**src/rtl/npu_pkg.sv**
```systemverilog
// rtl/npu_pkg.sv - shared constants and FSM state encoding for the NPU sequencer
package npu_pkg;

    localparam int NPU_ROWS   = 4;
    localparam int NPU_COLS   = 4;
    localparam int NPU_LAT    = NPU_ROWS + NPU_COLS - 1;
    localparam int NPU_ADDR_W = 8;

    typedef enum logic [2:0] {
        ST_IDLE   = 3'd0,
        ST_LOAD   = 3'd1,
        ST_STREAM = 3'd2,
        ST_DRAIN  = 3'd3,
        ST_DONE   = 3'd4
    } npu_state_e;

endpackage

```
**src/rtl/npu_valid_dly.sv**
```systemverilog
// rtl/npu_valid_dly.sv - LAT-deep valid delay line with synchronous flush
// Ports: clk, resetn (sync, active-low), flush (clears every stage),
//        din (valid in), dout (din delayed by exactly LAT cycles, registered).
module npu_valid_dly #(
    parameter int LAT = 7
) (
    input  logic clk,
    input  logic resetn,
    input  logic flush,
    input  logic din,
    output logic dout
);

    logic [LAT-1:0] sr;

    if (LAT == 1) begin : g_single
        always_ff @(posedge clk) begin
            if (!resetn || flush) begin
                sr <= '0;
            end else begin
                sr <= din;
            end
        end
    end else begin : g_multi
        always_ff @(posedge clk) begin
            if (!resetn || flush) begin
                sr <= '0;
            end else begin
                sr <= {sr[LAT-2:0], din};
            end
        end
    end

    assign dout = sr[LAT-1];

endmodule

```
**src/rtl/npu_seq_ctrl.sv**
```systemverilog
// rtl/npu_seq_ctrl.sv - load/stream/drain sequencer for the 4x4 systolic NPU array
// Ports: wb_clk_i, wb_rst_ni (sync, active-low); start_i/abort_i/num_vec_i control;
//        busy_o/done_o status; w_rd_addr_o/w_load_o weight path; x_rd_addr_o/en_o
//        activation path; res_we_o/res_addr_o result path.
//        NPU_SEQ_PERF_EN adds perf_cyc_o (saturating busy-cycle counter).
module npu_seq_ctrl
    import npu_pkg::*;
#(
    parameter int ROWS   = NPU_ROWS,
    parameter int ADDR_W = NPU_ADDR_W,
    parameter int LAT    = NPU_LAT
) (
    input  logic              wb_clk_i,
    input  logic              wb_rst_ni,
    input  logic              start_i,
    input  logic              abort_i,
    input  logic [ADDR_W-1:0] num_vec_i,
    output logic              busy_o,
    output logic              done_o,
    output logic [ADDR_W-1:0] w_rd_addr_o,
    output logic [ROWS-1:0]   w_load_o,
    output logic [ADDR_W-1:0] x_rd_addr_o,
    output logic              en_o,
    output logic              res_we_o,
    output logic [ADDR_W-1:0] res_addr_o
`ifdef NPU_SEQ_PERF_EN
    ,
    output logic [15:0]       perf_cyc_o
`endif
);

    localparam logic [ADDR_W-1:0] LOAD_LAST  = ADDR_W'(ROWS - 1);
    localparam logic [ADDR_W-1:0] DRAIN_LAST = ADDR_W'(LAT);

    npu_state_e        state;
    npu_state_e        state_nx;
    logic [ADDR_W-1:0] cnt;
    logic [ADDR_W-1:0] n_q;

    logic              abort_act;
    logic              start_acc;

    logic              busy_d;
    logic              done_d;
    logic              w_vld_d;
    logic              x_vld_d;
    logic [ADDR_W-1:0] w_addr_d;
    logic [ADDR_W-1:0] x_addr_d;

    // Qualifiers travelling alongside the issued read addresses; they become
    // the strobes one cycle later when the buffer read data is valid.
    logic              w_vld_q;
    logic              x_vld_q;

    assign abort_act = abort_i && (state != ST_IDLE);
    assign start_acc = start_i && !abort_i && (state == ST_IDLE);

    // State register; cnt restarts at every state change so each state
    // simply counts its own cycles.
    always_ff @(posedge wb_clk_i) begin
        if (!wb_rst_ni) begin
            state <= ST_IDLE;
            cnt   <= '0;
            n_q   <= '0;
        end else begin
            state <= state_nx;
            if (state_nx != state || state_nx == ST_IDLE) begin
                cnt <= '0;
            end else begin
                cnt <= cnt + ADDR_W'(1);
            end
            if (start_acc) begin
                n_q <= num_vec_i;
            end
        end
    end

    always_comb begin
        state_nx = state;
        if (abort_act) begin
            state_nx = ST_IDLE;
        end else begin
            case (state)
                ST_IDLE:   if (start_acc) state_nx = ST_LOAD;
                ST_LOAD:   if (cnt == LOAD_LAST)
                               state_nx = (n_q != '0) ? ST_STREAM : ST_DRAIN;
                ST_STREAM: if (cnt == n_q - ADDR_W'(1)) state_nx = ST_DRAIN;
                ST_DRAIN:  if (cnt == DRAIN_LAST) state_nx = ST_DONE;
                ST_DONE:   state_nx = ST_IDLE;
                default:   state_nx = ST_IDLE;
            endcase
        end
    end

    always_comb begin
        busy_d   = (state != ST_IDLE);
        done_d   = (state == ST_DONE);
        w_vld_d  = (state == ST_LOAD);
        w_addr_d = w_vld_d ? cnt : '0;
        x_vld_d  = (state == ST_STREAM);
        x_addr_d = x_vld_d ? cnt : '0;
    end

    // Output registers. Abort clears everything on the same edge that
    // returns the FSM to IDLE, so nothing from the cancelled run leaks out.
    always_ff @(posedge wb_clk_i) begin
        if (!wb_rst_ni || abort_act) begin
            busy_o      <= 1'b0;
            done_o      <= 1'b0;
            w_rd_addr_o <= '0;
            w_vld_q     <= 1'b0;
            w_load_o    <= '0;
            x_rd_addr_o <= '0;
            x_vld_q     <= 1'b0;
            en_o        <= 1'b0;
            res_addr_o  <= '0;
        end else begin
            busy_o      <= busy_d;
            done_o      <= done_d;
            w_rd_addr_o <= w_addr_d;
            w_vld_q     <= w_vld_d;
            w_load_o    <= w_vld_q ? (ROWS'(1) << w_rd_addr_o) : '0;
            x_rd_addr_o <= x_addr_d;
            x_vld_q     <= x_vld_d;
            en_o        <= x_vld_q;
            if (start_acc) begin
                res_addr_o <= '0;
            end else if (res_we_o) begin
                res_addr_o <= res_addr_o + ADDR_W'(1);
            end
        end
    end

    npu_valid_dly #(
        .LAT (LAT)
    ) u_valid_dly (
        .clk    (wb_clk_i),
        .resetn (wb_rst_ni),
        .flush  (abort_act),
        .din    (en_o),
        .dout   (res_we_o)
    );

`ifdef NPU_SEQ_PERF_EN
    always_ff @(posedge wb_clk_i) begin
        if (!wb_rst_ni) begin
            perf_cyc_o <= '0;
        end else if (start_acc) begin
            perf_cyc_o <= '0;
        end else if (busy_o && perf_cyc_o != 16'hFFFF) begin
            perf_cyc_o <= perf_cyc_o + 16'd1;
        end
    end
`endif

endmodule

```
**config.mk**
```make
export PLATFORM = sky130hd
export DESIGN_NAME = npu_seq_ctrl
export DESIGN_NICKNAME = d
export VERILOG_FILES = /design/src/rtl/npu_pkg.sv /design/src/rtl/npu_valid_dly.sv /design/src/rtl/npu_seq_ctrl.sv
export SDC_FILE = /design/constraint.sdc
export NUM_CORES = 1
export LEC_CHECK = 0
export CAP_MARGIN = 20
export CORE_MARGIN = 4
export CORE_UTILIZATION = 55
export CTS_CLUSTER_DIAMETER = 150
export CTS_CLUSTER_SIZE = 25
export DETAILED_ROUTE_END_ITERATION = 12
export GPL_TIMING_DRIVEN = 0
export PLACE_DENSITY = 0.84
export REMOVE_ABC_BUFFERS = 1
export SLEW_MARGIN = 20
export SYNTH_ARGS = -nofsm -noshare
export SYNTH_HDL_FRONTEND = slang
export SYNTH_SLANG_ARGS = --single-unit
```
**constraint.sdc**
```tcl
create_clock -name wb_clk_i -period 5.2 [get_ports wb_clk_i]
set_input_delay 0.52 -clock wb_clk_i [delete_from_list [all_inputs] [get_ports wb_clk_i]]
set_output_delay 0.52 -clock wb_clk_i [all_outputs]
set_load 0.1 [all_outputs]
```
* Yosys cells after proc, flatten, opt, wreduce, memory -nomap -nowiden *
Index checks and enable logic that the tools add are counted.

storage, ports and cells
  flip-flop bits (word level) = 59
  input bits = 12
  output and inout bits = 32

cells by class
  add/subtract/negate cells = 3
  equal/unequal tests = 8
  shifts and indexed selects = 1
  multiplexer cells = 7
  bitwise operators = 4
  reductions and logical operators = 16

operator list
  operator                                              count
  adder 8 x 1 -> 8 bit (second input constant)          2
  2-to-1 mux 3 bit                                      5
  case mux 3 bit (4 select lines)                       1
  OR reduction 2 bit                                    5
  equality test 8 x 2 -> 1 bit (second input constant)  1
  equality test 8 x 3 -> 1 bit (second input constant)  1
  equality test 8 bit                                   1
  nonzero test 8 bit                                    1
  << shifter 1 x 8 -> 4 bit (first input constant)      1
  subtractor 8 x 1 -> 8 bit (second input constant)     1
  equality test 3 x 2 -> 1 bit (second input constant)  2
  zero test 3 bit                                       2
  inverter 1 bit                                        4
  equality test 3 x 1 -> 1 bit (second input constant)  1
  equality test 3 bit (second input constant)           1
  logical AND 1 bit                                     3
  inequality test 3 bit                                 1
  nonzero test 3 bit                                    1
  zero test 1 bit                                       2
  logical OR 1 bit                                      2
  2-to-1 mux 1 bit                                      1

* Logic depth before layout (Yosys ltp) *
Gate-level depths: netlist (run 1).

  depth in word-level cells = 9
  mapped depth = 8

* Hierarchy *
A second synthesis (run 1) with hierarchy kept.

unflattened totals
  cells, all modules = 238
  area total of the unflattened synthesis = 2389.8 um^2

by module, submodules not included
  module         instances  cells an instance  area each (um^2)
  npu_seq_ctrl   1          224                2188.3
  npu_valid_dly  1          14                 201.4

* Worst setup path after synthesis (run 1) *
OpenSTA, ideal clock, no wires.

  path type = reg-to-reg
  start = register u_valid_dly.sr[6]
  end = register res_addr_o[7]
  arrival = 1.837 ns
  required time = 5.079 ns
  slack = 3.241 ns
  cell stages (with the launch flop) = 6
  buffers on the path = 0
  cell sequence = dfxtp_1 > and4_1 > nand3_1 > nor2_1 > xnor2_1 > nor2_1

RTL lines
  what                      line                 text
  start: declaration        npu_valid_dly.sv:14  logic [LAT-1:0] sr;
  start signal: assignment  npu_valid_dly.sv:29  sr <= {sr[LAT-2:0], din};
  end signal: assignment    npu_seq_ctrl.sv:129  res_addr_o <= res_addr_o + ADDR_W'(1);
  end: declaration          npu_seq_ctrl.sv:25   output logic [ADDR_W-1:0] res_addr_o

* Worst setup path after layout (run 1) *
  start = register u_valid_dly.sr[6]
  end = output res_we_o

RTL lines
  what              line                text
  end: declaration  npu_seq_ctrl.sv:24  output logic res_we_o,

No word-level cell between the ends.

==> impl_results.md, run 1 <==
- Unrepaired setup endpoints after global routing: false
- Root buf cell: clkbuf_8
- Met2 GRT Util: 27.6%
- Wire per inst: 13.3 um
- Clock Latency Late Sink: 0.33 ns
- Vias in the first global route: 1564
- Total track usage: 17.4%
- Post-synthesis sequential area ratio: 49.9%
- Area contributors post-synth: dfxtp_1 50%, and2_1 4.8%, xnor2_1 4.4%
- Netlist area before placement: 2370 sq um
- Final hold slack: 0.430 ns
- Slew Viols, Final: 0
- DP Area: 2780 sq um
- Commonest register cell after synthesis: dfxtp_1
- Post-Syn Instances: 233
- Slew HR: 33.8%
- Clk_skew: 0.00723 ns
- FF/Latch Area: 1180 sq um
- EDFF count, synth: 0
- Fmax achieved: 400 MHz
- Worst stage delay on the critical path: 1.19 ns
- H-tree depth: 3
- Drc violations: 0
- CTS resizes: 0
- CP cell instances: clkdlybuf4s50_1
- CP Launch Type: flip-flop
- Clock buffer count from CTS: 9
- # port buffers: 43
- CP arrival: 1.98 ns
- CTS max path bufs: 2
- 1st-pass router iterations: 4
- Asr flop ratio synth: 0%
- Largest net degree at the start of global routing: 21
- Synth Area per Inst: 10.2 sq um
- Initial Util: 57.9%
- Cell Rows: 23
- Antenna Nets Post-Route: 0
- Fin crit period: 2.50 ns
- Nets@finish: 292
- Grt total ovfl: 0
- Inst Count DP: 316
- Run status: finished, final reports clean
- CTS tree: done
- Post-Layout Cell Count: 332
- PwrDens: 306 nW/um^2
- CTS sink count: 59
- Global routing usage on met1: 21.5%
- Library cells used by synthesis: 47
- Slowest CP cell: clkdlybuf4s50_1
- Layer with the highest usage: met2
- Post-CTS Hold Fix Bufs: 0
- Multi-input logic area: 1090 sq um
- Setup crit end kind: output port
- GRT met3 Usage: 5.20%
- Die width: 73.6 um
- GP Congestion: 0.750
- Area delta synth->final: 25.5%
- Flops & latches, synth: 59
- Antenna fix cells: 0
- I/O pins: 44
- Fraction of layout cells with a size suffix above 1: 8.16%
- Final setup TNS: 0 ns
- Clock-pin slew on the worst setup and hold paths: 0.07 ns
- YS warnings: 0
- Die Ht: 73.6 um
- Critical Path Fanout Max: 7
- Routed WL: 4.40 mm
- Via Count: 1738
- Antenna violations before repair: 0
- Die area: 5420 sq um
- Filler Cell Count: 315
- Design Area, Final: 2970 sq um
- Kind of cell adding the most delay to the critical path: buffers and inverters
- Synth top area share: 49.9%
- 1st-iter DRT viols: 91
- Final core utilization: 72.7%
- Via density: 5.23
- Critical Path RT: 4.68 ns
- First-pass GRT wire length: 7.16 mm
- Transition time of the tightest slew-check pin: 0.990 ns
- HP Class: reg2reg
- Leak: 1.15 nW
- Max-cap violation count: 0
- Setup repair bufs after CTS: 0
- Crit share post-route: 48.0%
- Area leader, netlist: dfxtp_1
- Final HPWL DP: 3.15 mm
- Setup-failing EPs final: 0
- Core Area: 4090 sq um
- VDD IR-drop max: 0.220 mV
- WS Path Type: reg2out
- Fin. Hold Viols: 0
- Buf/Inv on CP: 1
## cell type report
type	instances	area share, %
Clock buffer	11	5.10
Clock inverter	5	1.22
Inverter	6	0.758
Multi-Input combinational cell	158	36.6
Sequential cell	59	39.8
Tap cell	50	2.11
Timing Repair Buffer	43	14.5
## routing by layer
metal  up-vias  share of wire, %
li1        881                 -
met1       793                46
met2        56                45
met3         8               7.3
met4         0               2.1
met5         -                 0
## path summary, 6_finish.rpt
check	cells past startpoint	from	end	slack, ns
max	1	u_valid_dly.sr[6]	res_we_o	2.70
min reg2reg	1	u_valid_dly.sr[5]	u_valid_dly.sr[6]	0.43
min	1	u_valid_dly.sr[5]	u_valid_dly.sr[6]	0.43
max reg2reg	7	n_q[0]	state[0]	3.00
## stage by stage
step                power, mW  setup WS, ns
floorplan               0.514          3.24
global placement        0.530          2.84
detailed placement      0.532          2.80
CTS                     0.912          2.70
global route            0.942          2.65
finish                  0.909          2.70
## kinds of logic (layout without fill, tap and decap cells)
kind of cell / Yosys count / in the layout / synth area share (%)
simple gates: 103 / 103 / 25.5
compound gates: 20 / 20 / 6.51
xor+xnor: 23 / 23 / 8.51
buf+inv: 16 / 65 / 4.18
fa+ha+maj: 3 / 3 / 1.59
mux: 9 / 9 / 3.81
flops: 59 / 59 / 49.9
## report_power, final
group	leakage [nW]	total [mW]	switching [mW]	internal, mW
sequential	0.476	0.463	0.00662	0.457
combinational	0.584	0.0584	0.0300	0.0284
clock	0.0880	0.387	0.188	0.199
## cell usage after synthesis (2+ instances only)
| library cell | count |
|---|---|
| nand2b_1 | 3 |
| o21ai_0 | 5 |
| nand3_1 | 6 |
| buf_2 | 2 |
| nor2_1 | 23 |
| nand4_1 | 3 |
| clkbuf_8 | 2 |
| dfxtp_1 | 59 |
| mux2i_1 | 9 |
| nand2_1 | 9 |
| and2_1 | 18 |
| xor2_1 | 11 |
| xnor2_1 | 12 |
| buf_6 | 2 |
| clkbuf_1 | 2 |
| ha_1 | 3 |
| and4_1 | 2 |
| nor3_1 | 15 |
| inv_1 | 6 |
| nor3b_1 | 2 |
| a21oi_1 | 3 |
| and3_1 | 11 |
## cell usage in the layout, fill, tap and decap left out, types with 2 or more instances in the layout
cell and count:
dfxtp_1 59, mux2i_1 9, a21oi_1 3, nor3_1 15
nand3_1 6, ha_1 3, xnor2_1 12, nor3b_1 2
clkbuf_8 11, and2_1 18, o21ai_0 5, nand4_1 3
nand2_1 9, and4_1 2, and3_1 11, nor2_1 23
clkinvlp_4 3, clkdlybuf4s50_1 43, inv_1 6, nand2b_1 3
xor2_1 11
## flip-flops by register name (all words and copies together) (netlist names), 3 cells and up
signal and flops:
n_q 8, res_addr_o 8, w_load_o 4, cnt 8, x_rd_addr_o 8, state 3
u_valid_dly.sr 7, w_rd_addr_o 8
(Power assumes the default switching activity.)
==> run 2: changes to the inputs <==
Settings changed: CORE_UTILIZATION 55 to 51, PLACE_DENSITY 0.84 to 0.79.
Clock period 5.2 ns to 2.35 ns, I/O delays scaled along.
==> run 2 against run 1 <==
Sequential share of layout area shrank 0.25 points. Power grew 120%. Core utilization shrank 5.0 points. First-iteration DRC count shrank 45%. Clock power grew 120%. Highest routed layer unchanged. Flip-flop and latch count is the same. Critical endpoint unchanged. Via count shrank 0.40%.
==> impl_results.md, run 2 (synthesized netlist as in run 1, its figures left out) <==
- Run status: finished, final reports clean
- Die area: 5790 sq um
- Nets@finish: 294
- 1st-iter DRT viols: 50
- Transition time of the tightest slew-check pin: 0.978 ns
- Antenna Nets Post-Route: 0
- Fin. Hold Viols: 0
- Switching share of power: 24.8%
- CTS resizes: 0
- Kind of cell adding the most delay to the critical path: buffers and inverters
- Grt total ovfl: 0
- CP cell instances: clkdlybuf4s50_1
- 1st-pass router iterations: 4
- Power share of the sequential group: 50.9%
- Antenna fix cells: 0
- CTS sink count: 59
- Pint: 1.51 mW
- Antenna violations before repair: 0
- Final core utilization: 67.7%
- Clock Power Share: 42.7%
- Fmax achieved: 448 MHz
- Via Count: 1731
- Area delta synth->final: 26.3%
- Sw power: 0.500 mW
- Total power draw: 2.01 mW
- Max-cap violation count: 0
- First-pass GRT wire length: 7.38 mm
- CTS tree: done
- Filler Cell Count: 354
- R2R Setup Slk: 0.26 ns
- Setup-failing EPs final: 0
- Most frequent cells in the layout: 59 x dfxtp_1, 43 x clkdlybuf4s50_1, 23 x nor2_1
- Buf/Inv on CP: 1
- Setup crit end kind: output port
- Root buf cell: clkbuf_8
- Clock-pin slew on the worst setup and hold paths: 0.07 ns
- Critical Path RT: 2.12 ns
- Fraction of layout cells with a size suffix above 1: 8.80%
- # port buffers: 43
- Cell Rows: 24
- Unrepaired setup endpoints after global routing: false
- Critical Path Fanout Max: 7
- Largest net degree at the start of global routing: 21
- Initial Util: 53.6%
- Commonest non-fill, non-tap cell in the layout: dfxtp_1
- Vias in the first global route: 1645
- Wire per inst: 13.0 um
- Slew HR: 34.6%
- Via density: 5.15
- WS Path Type: reg2out
- GP Congestion: 0.748
- Final HPWL DP: 3.02 mm
- I/O pins: 44
- Routed WL: 4.38 mm
- Slowest CP cell: clkdlybuf4s50_1
- Final setup TNS: 0 ns
- Worst stage delay on the critical path: 1.19 ns
- PwrDens: 674 nW/um^2
- Die Ht: 76.1 um
- H-tree depth: 3
- Drc violations: 0
- CTS max path bufs: 2
- Clock buffer count from CTS: 9
- Die width: 76.1 um
- Crit share post-route: 94.9%
- Core Area: 4410 sq um
- Logic pwr share: 6.4%
- Clock Latency Late Sink: 0.34 ns
- HP Class: reg2reg
- CP Launch Type: flip-flop
- Clk_skew: 0.00563 ns
- Total track usage: 15.7%
- CP arrival: 2.00 ns
- Slew Viols, Final: 0
- Leak: 1.16 nW
- Fin crit period: 2.23 ns
- VDD IR-drop max: 0.458 mV
[run 2: cell count changes in the layout (fill, tap and decap cells not counted), sizes merged]
cell and change:
buf +2, clkinv +2, clkinvlp -1, inv -1
[run 2: per-stage QoR]
step           setup slack (ns)  hold WS [ns]  instances  instance area, sq um
5_1_grt                  0.0506         0.444        336                  2990
3_5_place_dp              0.159         0.416        318                  2790
2_1_floorplan             0.389         0.312        223                  2290
3_3_place_gp              0.232         0.409        318                  2790
4_1_cts                   0.111         0.421        334                  2970
6_report                  0.120         0.423        336                  2990
[run 2: routing by layer]
layer | GRT usage (%) | share of wire (%)
met3 | 4.96 | 6.1
met5 | 0 | 0
met4 | 9.44 | 2.6
met1 | 18.3 | 47
met2 | 24.8 | 44
[run 2: area by class of cell]
class | instances | area, sq um | area share (%)
Multi-Input combinational cell | 158 | 1090 | 36.3
Clock inverter | 5 | 37.5 | 1.26
Sequential cell | 59 | 1180 | 39.5
Tap cell | 52 | 65.1 | 2.18
Timing Repair Buffer | 45 | 445 | 14.9
Clock buffer | 11 | 151 | 5.06
Inverter | 6 | 22.5 | 0.753
[run 2: path summary, 6_finish.rpt]
kind	startpoint	to	depth (start not counted)
worst max-delay path	u_valid_dly.sr[6]	res_we_o	1
worst min-delay path	u_valid_dly.sr[4]	u_valid_dly.sr[5]	1
worst max register to register	cnt[0]	cnt[3]	6
worst min register to register	u_valid_dly.sr[4]	u_valid_dly.sr[5]	1
[run 2: power by group through the flow]
stage               clock [mW]  combinational (mW)  sequential, mW
CTS                      0.882               0.130            1.02
global placement             0               0.126            1.05
global route             0.923               0.143            1.03
floorplan                    0              0.0849            1.05
finish                   0.861               0.129            1.02
detailed placement           0               0.129            1.05
[run 2: what timing repair did]
action	4_1_cts	5_1_grt
endpoints found under the setup margin	0	3
setup buffers	0	2
hold buffers	0	0
==> run 3: changes to the inputs <==
Settings changed: CORE_UTILIZATION 51 to 30, PLACE_DENSITY 0.79 to 0.52.
==> run 3 against run 2 <==
Critical path depth did not move. Non-clock buffer count unchanged. Clock skew rose by 0.0034 ns. Critical path type unchanged. Largest power group unchanged. Highest routed layer unchanged.
==> impl_results.md, run 3 (synthesized netlist as in run 1, its figures left out) <==
- Sw power: 0.501 mW
- Die width: 96.8 um
- Clock buffer count from CTS: 9
- First-pass GRT wire length: 7.97 mm
- Filler Cell Count: 799
- Run status: finished, final reports clean
- Pint: 1.51 mW
- 1st-pass router iterations: 4
- FF-to-FF Start: n_q[0]
- PwrDens: 660 nW/um^2
- Via Count: 1717
- Logic pwr share: 6.5%
- Slew HR: 34.3%
- GP Congestion: 0.752
- I/O pins: 44
- Clk_skew: 0.00905 ns
- Drc violations: 0
- Fin crit period: 2.22 ns
- Power share of the sequential group: 50.9%
- Die area: 9370 sq um
- WS Path Type: reg2out
- Via density: 4.45
- Clock Latency Late Sink: 0.33 ns
- Root buf cell: clkbuf_8
- Clock-pin slew on the worst setup and hold paths: 0.06 ns
- Core Area: 7690 sq um
- Final hold slack: 0.426 ns
- CP cell instances: clkdlybuf4s50_1
- Clock Power Share: 42.7%
- Post-Layout Cell Count: 386
- Slowest CP cell: clkdlybuf4s50_1
- Fin. Hold Viols: 0
- Min-delay src: u_valid_dly.sr[3]
- Kind of cell adding the most delay to the critical path: buffers and inverters
- Initial Util: 30.8%
- H-tree depth: 3
- Final HPWL DP: 3.38 mm
- Crit share post-route: 94.4%
- Inst Count DP: 368
- Grt total ovfl: 0
- CP arrival: 1.98 ns
- Commonest non-fill, non-tap cell in the layout: dfxtp_1
- Slew Viols, Final: 0
- Antenna violations before repair: 0
- Final setup TNS: 0 ns
- Area delta synth->final: 29.1%
- Transition time of the tightest slew-check pin: 0.983 ns
- CTS tree: done
- Design Area, Final: 3050 sq um
- Unrepaired setup endpoints after global routing: false
- Fraction of layout cells with a size suffix above 1: 9.51%
- 1st-iter DRT viols: 78
- Worst stage delay on the critical path: 1.19 ns
- Total track usage: 10.4%
- Max-cap violation count: 0
- VDD IR-drop max: 0.327 mV
- Antenna fix cells: 0
- # port buffers: 43
- Largest net degree at the start of global routing: 21
- Fmax achieved: 451 MHz
- Buf/Inv on CP: 1
- Setup-failing EPs final: 0
- Switching share of power: 24.9%
- Wire per inst: 12.4 um
- Routed WL: 4.80 mm
- Critical Path Source: u_valid_dly.sr[6]
- Die Ht: 96.8 um
- Cell Rows: 32
- HP Class: reg2reg
- Nets@finish: 294
- CTS sink count: 59
- DP Area: 2850 sq um
- Multi-input logic area: 1090 sq um
- CTS max path bufs: 2
- DP Worst Slack: 0.139 ns
- Leak: 1.16 nW
- Critical Path Fanout Max: 7
- Critical Path RT: 2.12 ns
- Post-CTS Hold Fix Bufs: 0
- Antenna Nets Post-Route: 0
- Setup crit end kind: output port
- Most frequent cells in the layout: 59 x dfxtp_1, 43 x clkdlybuf4s50_1, 22 x nor2_1
- Final setup margin: 0.133 ns
- CP Launch Type: flip-flop
- Vias in the first global route: 1609
- FF/Latch Area: 1180 sq um
run 3: layer usage:
layer,wire [um],part of all wire [%],track usage [%]
met4,67,1.4,4.10
met1,2360,49,13.6
met5,0,0,0
met3,316,6.6,3.53
met2,2060,43,15.9
run 3: final timing paths:
path,to,slack (ns),cells past startpoint
max,res_we_o,0.13,1
min,u_valid_dly.sr[4],0.43,1
max reg2reg,cnt[0],0.22,8
min reg2reg,u_valid_dly.sr[4],0.43,1
run 3: per-stage QoR:
| step | power, mW | utilization, % |
|---|---|---|
| floorplan | 1.14 | - |
| global placement | 1.18 | 37.0 |
| detailed placement | 1.18 | 37.0 |
| CTS | 2.04 | 39.5 |
| global route | 2.10 | 39.7 |
| finish | 2.02 | 39.7 |
run 3: layout make-up:
cell class / count / area share (%)
Clock inverter: 5 / 1.19
Multi-Input combinational cell: 158 / 35.7
Clock buffer: 11 / 4.96
Timing Repair Buffer: 45 / 14.6
Sequential cell: 59 / 38.7
Tap cell: 102 / 4.18
Inverter: 6 / 0.737
run 3: timing repair:
item | 4_1_cts | 5_1_grt
gates resized for setup | 0 | 2
setup endpoints to repair | 0 | 6
buffers inserted | 0 | 2
hold endpoints to repair | 0 | 0
run 3: power groups by stage:
stage	registers [mW]	logic [mW]	clock network [mW]
floorplan	1.05	0.0849	0
global placement	1.05	0.128	0
detailed placement	1.05	0.130	0
CTS	1.02	0.131	0.887
global route	1.03	0.143	0.927
finish	1.03	0.130	0.861
